--- config.mk ---
export PLATFORM = sky130hd
export DESIGN_NAME = l8_pkt_arbiter2
export DESIGN_NICKNAME = d
export VERILOG_FILES = /design/src/rtl/l8_pkt_arbiter2.sv
export SDC_FILE = /design/constraint.sdc
export NUM_CORES = 1
export LEC_CHECK = 0
export CORE_MARGIN = 5
export CORE_UTILIZATION = 37
export CTS_CLUSTER_SIZE = 20
export DETAILED_ROUTE_END_ITERATION = 6
export PLACE_DENSITY = 0.85
export SYNTH_ARGS = -nofsm -noshare
export SYNTH_HDL_FRONTEND = slang
export SYNTH_SLANG_ARGS = --single-unit
--- constraint.sdc ---
create_clock -name clk -period 1.9 [get_ports clk]
set_input_delay 0.19 -clock clk [delete_from_list [all_inputs] [get_ports clk]]
set_output_delay 0.19 -clock clk [all_outputs]
set_load 0.05 [all_outputs]
--- src/rtl/l8_pkt_arbiter2.sv ---
`default_nettype none
// l8_pkt_arbiter2 - packet-granular round-robin 2:1 merge of l8 Avalon-ST sources,
// beat-count watchdog truncation, one registered output stage.  Rev 1.0
module l8_pkt_arbiter2 #(
  parameter logic [15:0] MAX_PKT_BEATS = 16'd1024
) (
  input  logic        clk,
  input  logic        arst_n,
  input  logic [63:0] in0_data,
  input  logic        in0_startofpacket,
  input  logic        in0_endofpacket,
  input  logic [2:0]  in0_empty,
  input  logic        in0_valid,
  output logic        in0_ready,
  input  logic [63:0] in1_data,
  input  logic        in1_startofpacket,
  input  logic        in1_endofpacket,
  input  logic [2:0]  in1_empty,
  input  logic        in1_valid,
  output logic        in1_ready,
  output logic [63:0] out_data,
  output logic        out_startofpacket,
  output logic        out_endofpacket,
  output logic [2:0]  out_empty,
  output logic        out_valid,
  input  logic        out_ready,
  output logic [1:0]  grant,
  output logic        err_trunc,
  output logic        err_nosop
);

  typedef enum logic [1:0] {
    IDLE = 2'd0,
    PASS = 2'd1,
    DROP = 2'd2
  } state_t;

  state_t      state, state_nx;
  logic        owner, owner_nx;
  logic        last_grant, last_grant_nx;
  logic [15:0] beat_cnt, beat_cnt_nx;

  logic        load_en;
  logic        req0, req1;
  logic        take_beat;
  logic        trunc_now;
  logic        nosop_now;

  logic [63:0] sel_data;
  logic        sel_sop;
  logic        sel_eop;
  logic [2:0]  sel_empty;
  logic        sel_valid;

  assign load_en   = !out_valid || out_ready;
  assign req0      = in0_valid && in0_startofpacket;
  assign req1      = in1_valid && in1_startofpacket;

  assign sel_data  = owner ? in1_data          : in0_data;
  assign sel_sop   = owner ? in1_startofpacket : in0_startofpacket;
  assign sel_eop   = owner ? in1_endofpacket   : in0_endofpacket;
  assign sel_empty = owner ? in1_empty         : in0_empty;
  assign sel_valid = owner ? in1_valid         : in0_valid;

  always_comb begin
    state_nx      = state;
    owner_nx      = owner;
    last_grant_nx = last_grant;
    beat_cnt_nx   = beat_cnt;
    in0_ready     = 1'b0;
    in1_ready     = 1'b0;
    take_beat     = 1'b0;
    trunc_now     = 1'b0;
    nosop_now     = 1'b0;

    case (state)
      IDLE: begin
        // Orphan beats are swallowed here so a stuck source cannot block arbitration.
        if (in0_valid && !in0_startofpacket) begin
          in0_ready = 1'b1;
          nosop_now = 1'b1;
        end else if (in1_valid && !in1_startofpacket) begin
          in1_ready = 1'b1;
          nosop_now = 1'b1;
        end

        if (req0 && req1) begin
          owner_nx = ~last_grant;
          state_nx = PASS;
        end else if (req0) begin
          owner_nx = 1'b0;
          state_nx = PASS;
        end else if (req1) begin
          owner_nx = 1'b1;
          state_nx = PASS;
        end
      end

      PASS: begin
        in0_ready = !owner && load_en;
        in1_ready =  owner && load_en;
        if (sel_valid && load_en) begin
          take_beat = 1'b1;
          if (sel_eop) begin
            state_nx      = IDLE;
            last_grant_nx = owner;
            beat_cnt_nx   = 16'd0;
          end else if (beat_cnt == MAX_PKT_BEATS - 16'd1) begin
            trunc_now = 1'b1;
            state_nx  = DROP;
          end else begin
            beat_cnt_nx = beat_cnt + 16'd1;
          end
        end
      end

      DROP: begin
        // Drain the runaway packet without touching the output register.
        in0_ready = !owner;
        in1_ready =  owner;
        if (sel_valid && sel_eop) begin
          state_nx      = IDLE;
          last_grant_nx = owner;
          beat_cnt_nx   = 16'd0;
        end
      end

      default: state_nx = IDLE;
    endcase
  end

  always_ff @(posedge clk or negedge arst_n) begin
    if (!arst_n) begin
      state             <= IDLE;
      owner             <= 1'b0;
      last_grant        <= 1'b1;
      beat_cnt          <= 16'd0;
      grant             <= 2'b00;
      err_trunc         <= 1'b0;
      err_nosop         <= 1'b0;
      out_data          <= 64'd0;
      out_startofpacket <= 1'b0;
      out_endofpacket   <= 1'b0;
      out_empty         <= 3'd0;
      out_valid         <= 1'b0;
    end else begin
      state      <= state_nx;
      owner      <= owner_nx;
      last_grant <= last_grant_nx;
      beat_cnt   <= beat_cnt_nx;
      grant      <= (state_nx == IDLE) ? 2'b00 : (owner_nx ? 2'b10 : 2'b01);
      err_trunc  <= trunc_now;
      err_nosop  <= nosop_now;
      if (load_en) begin
        out_valid <= take_beat;
        if (take_beat) begin
          out_data          <= sel_data;
          out_startofpacket <= sel_sop;
          out_endofpacket   <= sel_eop || trunc_now;
          out_empty         <= trunc_now ? 3'd0 : sel_empty;
        end
      end
    end
  end

endmodule
`default_nettype wire

==> qor.log, run 1 <==
[synth] Yosys Warn Count 0
[cells_and_area] number of filler instances in the final layout 977
[synth] library cell with the largest summed area after synthesis dfrtp_1
[drt] DRC violation count after routing 0
[placement] Setup WS pre-CTS -0.0128 ns
[power_and_ir_drop] power per unit of standard cell area 1550 nW/um2
[power_and_ir_drop] Sw Ratio 47.7%
[synth] share of the yosys chip area belonging to registers 51.4%
[setup_path] startpoint class of the critical path register
[power_and_ir_drop] highest ir drop seen on vdd 0.00123 V
[cells_and_area] fraction of layout instances using a drive strength above 1 8.53%
[drt] detailed-route wire length 13,700 um
[synth] portion of synthesized cell area occupied by the leading cell type 50.9%
[clock_network] clock transition at the register clock pins on the worst setup and hold paths after CTS 0.07 ns
[setup_path] Worst Path Max Fanout 6
[grt] pin count of the biggest net entering global routing 85
[synth] flip-flop and latch count after synthesis 94
[grt] aggregate global-route resource usage 18.8%
[drt] vias per cell 4.97
[sta] final critical-path share of the clock period 99.0%
[sta] max-slew violation count 0
[setup_path] depth of the most critical reg-to-reg path 5
[cells_and_area] post-layout net count 832
[power_and_ir_drop] switching power 5.47 mW
[drt] post-detailed-route count of antenna-violating nets 0
[grt] leftover overflow at the end of global routing 0
[synth] synthesized area divided by synthesized cell count 9.95 um2
[power_and_ir_drop] Pint 6.01 mW
[power_and_ir_drop] clock share of power 14.6%
[placement] detailed placer's ending HPWL 10,900 um
[cells_and_area] commonest cells after routing, fill and taps aside clkdlybuf4s50_1, dfrtp_1, o21ai_0, nand2_1, mux2i_1
[clock_network] H-tree lvl count 3
[placement] placer's final routability congestion estimate 0.913
[setup_path] reg-to-reg setup timing slack 0.08 ns
[sta] worst setup margin 0.0189 ns
[power_and_ir_drop] power share of the sequential group 28.2%
[outcome] run status finished, final reports clean
[power_and_ir_drop] leak pwr 3.46 nW
[sta] post-route minimum period 1.88 ns
[grt] first-pass GRT wire length 21,900 um
[synth] post-synthesis cell area 4580 um2
[setup_path] origin of the critical flop-to-flop path owner
[synth] Post-Synthesis Net Count 604
[sta] Peak Freq 0.532 GHz
[synth] most instantiated flip-flop cell in the synthesis netlist dfrtp_1
[die] number of standard-cell rows in the floorplan 40
[clock_network] CTS Sinks 94
[setup_path] critical path arrival 1.69 ns
[die] Core Area 12,100 um2
[die] chip height 121 um
[setup_path] capture point of the critical path in1_ready
[sta] unrepaired setup endpoints after global routing yes
[synth] Yosys cell types 39
[grt] via count of the first global-routing pass 4,318
[die] starting density of the core 37.9%
[setup_path] Setup crit start state[1]
[clock_network] number of buffers added by the clock tree synthesis step 9
[cells_and_area] most frequent standard cell in the layout excluding fill and tap cells clkdlybuf4s50_1
[drt] violation count after the first detailed-route iteration 277
[cells_and_area] total inserted antenna cells 0
[synth] count of flip-flops with a built-in enable after synthesis 0
[sta] count of endpoints failing setup in the final report 0
[setup_path] category of the most critical setup path register to primary output
[drt] number of vias after detailed routing 4,272
[synth] asr flop ratio synth 100%
[setup_path] CP required 1.71 ns
[synth] gate count after technology mapping 460
[run] number of max-capacitance violations reported 0
[die] ports placed on the boundary 219
[clock_network] clock latency of the later-clocked register in the worst-skew pair 0.34 ns
[sta] worst-margin pin slew 0.615 ns
[power_and_ir_drop] share of power burned in combinational logic 57.1%
[drt] Pre-antenna DRT Iters 5
[grt] antenna violations before repair 0
[cells_and_area] area growth from synthesis to final layout 61.7%
[sta] maximum clock skew at final layout 0.00939 ns
[clock_network] worst-case clock buffer depth 2
[sta] Max-slew headroom 59.0%
[placement] input/output buffers 218
[clock_network] TritonCTS clock tree done
[sta] final hold vios 0
[drt] final routed wire length divided by cell count 15.9 um
[cells_and_area] share of the core filled with cells in the final layout 61.3%
[clock_network] cell at the root of the clock tree clkbuf_16
[die] floorplan die area 14,700 um2
[synth] top cells by area, synth dfrtp_1, mux2i_1, o21ai_0
[setup_path] end of the worst register-to-register path beat_cnt[15]
[die] Die Span X 121 um
[worst_hold_path] class of the tightest hold or removal check input port to asynchronous set/reset pin
[setup_path] CP Capture Type primary output
## power groups by stage
stage | clock network [mW] | registers [mW] | logic [mW]
after floorplan | 0 | 5.81 | 1.54
after global placement | 0 | 3.24 | 6.47
after detailed placement | 0 | 3.27 | 6.61
after CTS | 1.72 | 3.25 | 6.62
after global routing | 1.81 | 3.35 | 6.94
final | 1.68 | 3.24 | 6.56
## metal layers
metal / GRT usage [%] / vias to the layer above / part of all wire [%]
li1: - / 2101 / -
met1: 21.9 / 1995 / 38
met2: 32.6 / 165 / 51
met3: 6.95 / 11 / 9.4
met4: 4.90 / 0 / 1.1
met5: 0 / - / 0
## worst min-delay path by stage
stage,start,to,cells after the start
2_1_floorplan,arst_n,beat_cnt[0],0
3_3_place_gp,arst_n,out_data[46],1
3_5_place_dp,arst_n,out_data[50],1
4_1_cts,arst_n,out_data[45],2
5_1_grt,arst_n,out_data[45],2
6_report,arst_n,out_data[47],2
## cell type report
| class | count | area (um2) | area share (%) |
|---|---|---|---|
| Timing Repair Buffer | 247 | 2440 | 33.0 |
| Sequential cell | 94 | 2360 | 31.9 |
| Multi-Input combinational cell | 333 | 2100 | 28.4 |
| Clock buffer | 11 | 243 | 3.28 |
| Tap cell | 168 | 210 | 2.84 |
| Clock inverter | 4 | 31.3 | 0.423 |
| Inverter | 3 | 11.3 | 0.152 |
## metrics by stage
step           power (mW)  TNS, ns  std cells  area, um2  hold slack [ns]
6_report             11.5        0        860       7400            0.373
5_1_grt              12.1   -0.153        860       7400            0.434
3_5_place_dp         9.88  -0.0149        843       7090            0.182
3_3_place_gp         9.71        0        843       7090            0.174
4_1_cts              11.6        0        860       7390            0.346
2_1_floorplan        7.35        0        460       4580           -0.106
## synth_stat cells (all sizes together), types with 2 or more instances
library cell  number
a21oi              9
a31oi              4
a41oi              7
and3               5
and4               2
buf               11
clkbuf            19
dfrtp             93
inv                3
mux2               2
mux2i             68
nand2             81
nand2b             5
nand3             14
nand4              9
nor2              11
nor2b              3
o211ai             4
o21a               2
o21ai             87
o31ai              9
## state kept, by name (all words and copies together) (netlist names)
name               flops
beat_cnt              16
err_nosop              1
err_trunc              1
grant                  2
last_grant             1
out_data              64
out_empty              3
out_endofpacket        1
out_startofpacket      1
out_valid              1
owner                  1
state                  2
## critical path: stages (launching register included)
cell     delay [ns]
dfrtp_1        0.44
and2b_1        0.31
a21oi_1        0.11
o22ai_1        0.31
buf_12         0.19
## timing repair
action	4_1_cts	5_1_grt
setup buffers	1	0
hold buffers	1	0
pin swaps	0	0
gates resized for setup	0	5
endpoints found under the hold margin	33	0
setup endpoints to repair	1	7
## cell families after synthesis
family	count (synthesis)	share of synthesized area (%)
AO/OA/AOI/OAI	126	15.6
adder cells (fa/ha/maj)	1	0.273
buffers and inverters	33	3.20
flip-flops	94	51.4
multiplexers	70	15.4
AND/OR/NAND/NOR	136	14.1
Power figures use the tool's default switching activity.
==> inputs of run 2 (changes only) <==
--- a/config.mk
+++ b/config.mk
@@ -5,6 +5,7 @@
 export SDC_FILE = /design/constraint.sdc
 export NUM_CORES = 1
 export LEC_CHECK = 0
+export CORE_ASPECT_RATIO = 1.25
 export CORE_MARGIN = 5
 export CORE_UTILIZATION = 37
 export CTS_CLUSTER_SIZE = 20
==> run 2 against run 1 <==
Compared with the run above: design area about the same; global-route usage increased by 0.71 points; via count grew 1.1%; routed wire length up 4.6%; critical endpoint is now in0_ready; first-iteration DRC count shrank 47%; sequential power is essentially flat; combinational power increased by 0.9%; largest power group unchanged; register-to-register slack about the same.
==> qor.log, run 2 (synthesis results as in run 1) <==
[grt] met2 global-route usage 35.6% [was 32.6%]
[sta] Peak Freq 0.545 GHz [was 0.532 GHz]
[setup_path] critical path arrival 1.64 ns [was 1.69 ns]
[clock_network] clock transition at the register clock pins on the worst setup and hold paths after CTS 0.07 ns [about the same]
[sta] unrepaired setup endpoints after global routing no [was yes]
[cells_and_area] fraction of layout instances using a drive strength above 1 8.44% [was 8.53%]
[sta] final critical-path share of the clock period 96.5% [was 99.0%]
[setup_path] CP required 1.71 ns [about the same]
[die] Die Span X 109 um [was 121 um]
[run] number of max-capacitance violations reported 0 [unchanged]
[grt] pin count of the biggest net entering global routing 75 [was 85]
[grt] leftover overflow at the end of global routing 0 [unchanged]
[die] floorplan die area 14,700 um2 [about the same]
[clock_network] TritonCTS clock tree done [unchanged]
[cells_and_area] register with the most flip-flops out_data [unchanged]
[power_and_ir_drop] clock share of power 15.0% [was 14.6%]
[sta] hold slack 0.346 ns [was 0.373 ns]
[sta] final hold vios 0 [unchanged]
[setup_path] Worst Path Max Fanout 6 [unchanged]
[setup_path] startpoint class of the critical path register [unchanged]
[clock_network] cell at the root of the clock tree clkbuf_16 [unchanged]
[power_and_ir_drop] power per unit of standard cell area 1570 nW/um2 [was 1550 nW/um2]
[drt] DRC violation count after routing 0 [unchanged]
[power_and_ir_drop] highest ir drop seen on vdd 0.000802 V [was 0.00123 V]
[grt] antenna violations before repair 0 [unchanged]
[grt] global route hottest layer met2 [unchanged]
[sta] count of endpoints failing setup in the final report 0 [unchanged]
[grt] met3 Track Usage GR 7.13% [was 6.95%]
[cells_and_area] post-layout net count 826 [was 832]
[power_and_ir_drop] Sw Ratio 48.0% [was 47.7%]
[sta] sum of negative setup slack 0 ns [unchanged]
[worst_hold_path] class of the tightest hold or removal check input port to asynchronous set/reset pin [unchanged]
[placement] input/output buffers 218 [unchanged]
[power_and_ir_drop] share of power burned in combinational logic 57.0% [was 57.1%]
[cells_and_area] most frequent standard cell in the layout excluding fill and tap cells clkdlybuf4s50_1 [unchanged]
[drt] violation count after the first detailed-route iteration 148 [was 277]
[die] Core Area 12,200 um2 [was 12,100 um2]
[cells_and_area] commonest cells after routing, fill and taps aside clkdlybuf4s50_1, dfrtp_1, o21ai_0, nand2_1, mux2i_1 [unchanged]
[placement] detailed placer's ending HPWL 11,500 um [was 10,900 um]
[placement] placer's final routability congestion estimate 0.929 [was 0.913]
[die] number of standard-cell rows in the floorplan 45 [was 40]
[clock_network] worst-case clock buffer depth 2 [unchanged]
[clock_network] number of buffers added by the clock tree synthesis step 9 [unchanged]
[drt] Pre-antenna DRT Iters 5 [unchanged]
[die] ports placed on the boundary 219 [unchanged]
[sta] Max-slew headroom 61.4% [was 59.0%]
[grt] first-pass GRT wire length 22,400 um [was 21,900 um]
[drt] vias per cell 5.07 [was 4.97]
[cells_and_area] max reg flops 64 [unchanged]
[power_and_ir_drop] power share of the sequential group 28.0% [was 28.2%]
[sta] max-slew violation count 0 [unchanged]
[outcome] run status finished, final reports clean [unchanged]
[power_and_ir_drop] Pint 6.05 mW [was 6.01 mW]
[clock_network] CTS Sinks 94 [unchanged]
[drt] post-detailed-route count of antenna-violating nets 0 [unchanged]
[cells_and_area] share of the core filled with cells in the final layout 60.9% [was 61.3%]
[power_and_ir_drop] switching power 5.57 mW [was 5.47 mW]
[sta] post-route minimum period 1.83 ns [was 1.88 ns]
[die] starting density of the core 37.6% [was 37.9%]
[power_and_ir_drop] leak pwr 3.44 nW [was 3.46 nW]
[placement] total placed cells including tap cells 833 [was 843]
[setup_path] category of the most critical setup path register to primary output [unchanged]
[die] chip height 134 um [was 121 um]
[grt] via count of the first global-routing pass 4,540 [was 4,318]
[sta] maximum clock skew at final layout 0.00936 ns [was 0.00939 ns]
[cells_and_area] largest registers ranked by flip-flop count out_data x64, beat_cnt x16, out_empty x3 [unchanged]
[sta] worst-margin pin slew 0.578 ns [was 0.615 ns]
[grt] aggregate global-route resource usage 19.5% [was 18.8%]
[clock_network] H-tree lvl count 3 [unchanged]
[grt] global routing usage on met1 20.6% [was 21.9%]
[clock_network] clock latency of the later-clocked register in the worst-skew pair 0.34 ns [about the same]
[drt] number of vias after detailed routing 4,317 [was 4,272]
[cells_and_area] total inserted antenna cells 0 [unchanged]
[drt] detailed-route wire length 14,300 um [was 13,700 um]
[cells_and_area] area growth from synthesis to final layout 61.8% [was 61.7%]
[drt] final routed wire length divided by cell count 16.8 um [was 15.9 um]
[cells_and_area] Finished Layout Cells 851 [was 860]
[setup_path] CP Capture Type primary output [unchanged]
## run 2: changes by cell type in the layout (fill, tap and decap cells not counted), sizes merged
cell	before	now
buf	31	26
clkbuf	11	10
clkdlybuf4s50	215	214
clkinv	3	1
clkinvlp	0	1
inv	4	7
## run 2: worst paths after layout
path / start / to / slack, ns / depth (start not counted)
max: state[1] / in0_ready / 0.07 / 4
min: arst_n / out_data[51] / 0.35 / 2
max reg2reg: beat_cnt[10] / beat_cnt[8] / 0.08 / 6
min reg2reg: out_data[11] / out_data[11] / 0.48 / 2
max in group asynchronous: arst_n / out_data[13] / 0.95 / 3
min in group clk: in0_data[6] / out_data[6] / 0.48 / 3
## run 2: cell type report
type	count	area [um2]
Clock buffer	10	239
Clock inverter	6	50.0
Fill cell	1030	4760
Inverter	3	11.3
Multi-Input combinational cell	333	2110
Sequential cell	94	2360
Tap cell	164	205
Timing Repair Buffer	241	2430
## run 2: power groups by stage
| stage | Clock, mW | Sequential [mW] | Combinational (mW) |
|---|---|---|---|
| 2_1_floorplan | 0 | 5.81 | 1.54 |
| 3_3_place_gp | 0 | 3.24 | 6.52 |
| 3_5_place_dp | 0 | 3.30 | 6.64 |
| 4_1_cts | 1.79 | 3.27 | 6.65 |
| 5_1_grt | 1.88 | 3.37 | 6.97 |
| 6_report | 1.74 | 3.26 | 6.62 |
## run 2: critical path: stages, from the launching register on
cell and delay [ns]:
dfrtp_1 0.43, and2b_1 0.30, a21oi_1 0.12, o32ai_1 0.26, buf_12 0.20
## run 2: repair_timing
action | in CTS | in global routing
buffers inserted | 0 | 1
hold endpoints to repair | 29 | 0
gates resized for setup | 0 | 9
hold buffers | 1 | 0
endpoints found under the setup margin | 0 | 11
## run 2: metrics by stage
stage                     cell area (um2)  power [mW]  setup WS [ns]
final                                7400        11.6         0.0666
after global routing                 7400        12.2        0.00442
after global placement               7070        9.76         0.0365
after detailed placement             7070        9.93       0.000665
after floorplan                      4580        7.35         0.0113
after CTS                            7370        11.7        0.00755
## run 2: layer usage
| metal | up-vias | part of all wire (%) | routed length [um] |
|---|---|---|---|
| met4 | 0 | 1.9 | 267 |
| met5 | - | 0 | 0 |
| met1 | 2026 | 35 | 5050 |
| met2 | 179 | 54 | 7690 |
| met3 | 22 | 9.2 | 1310 |
| li1 | 2090 | - | - |
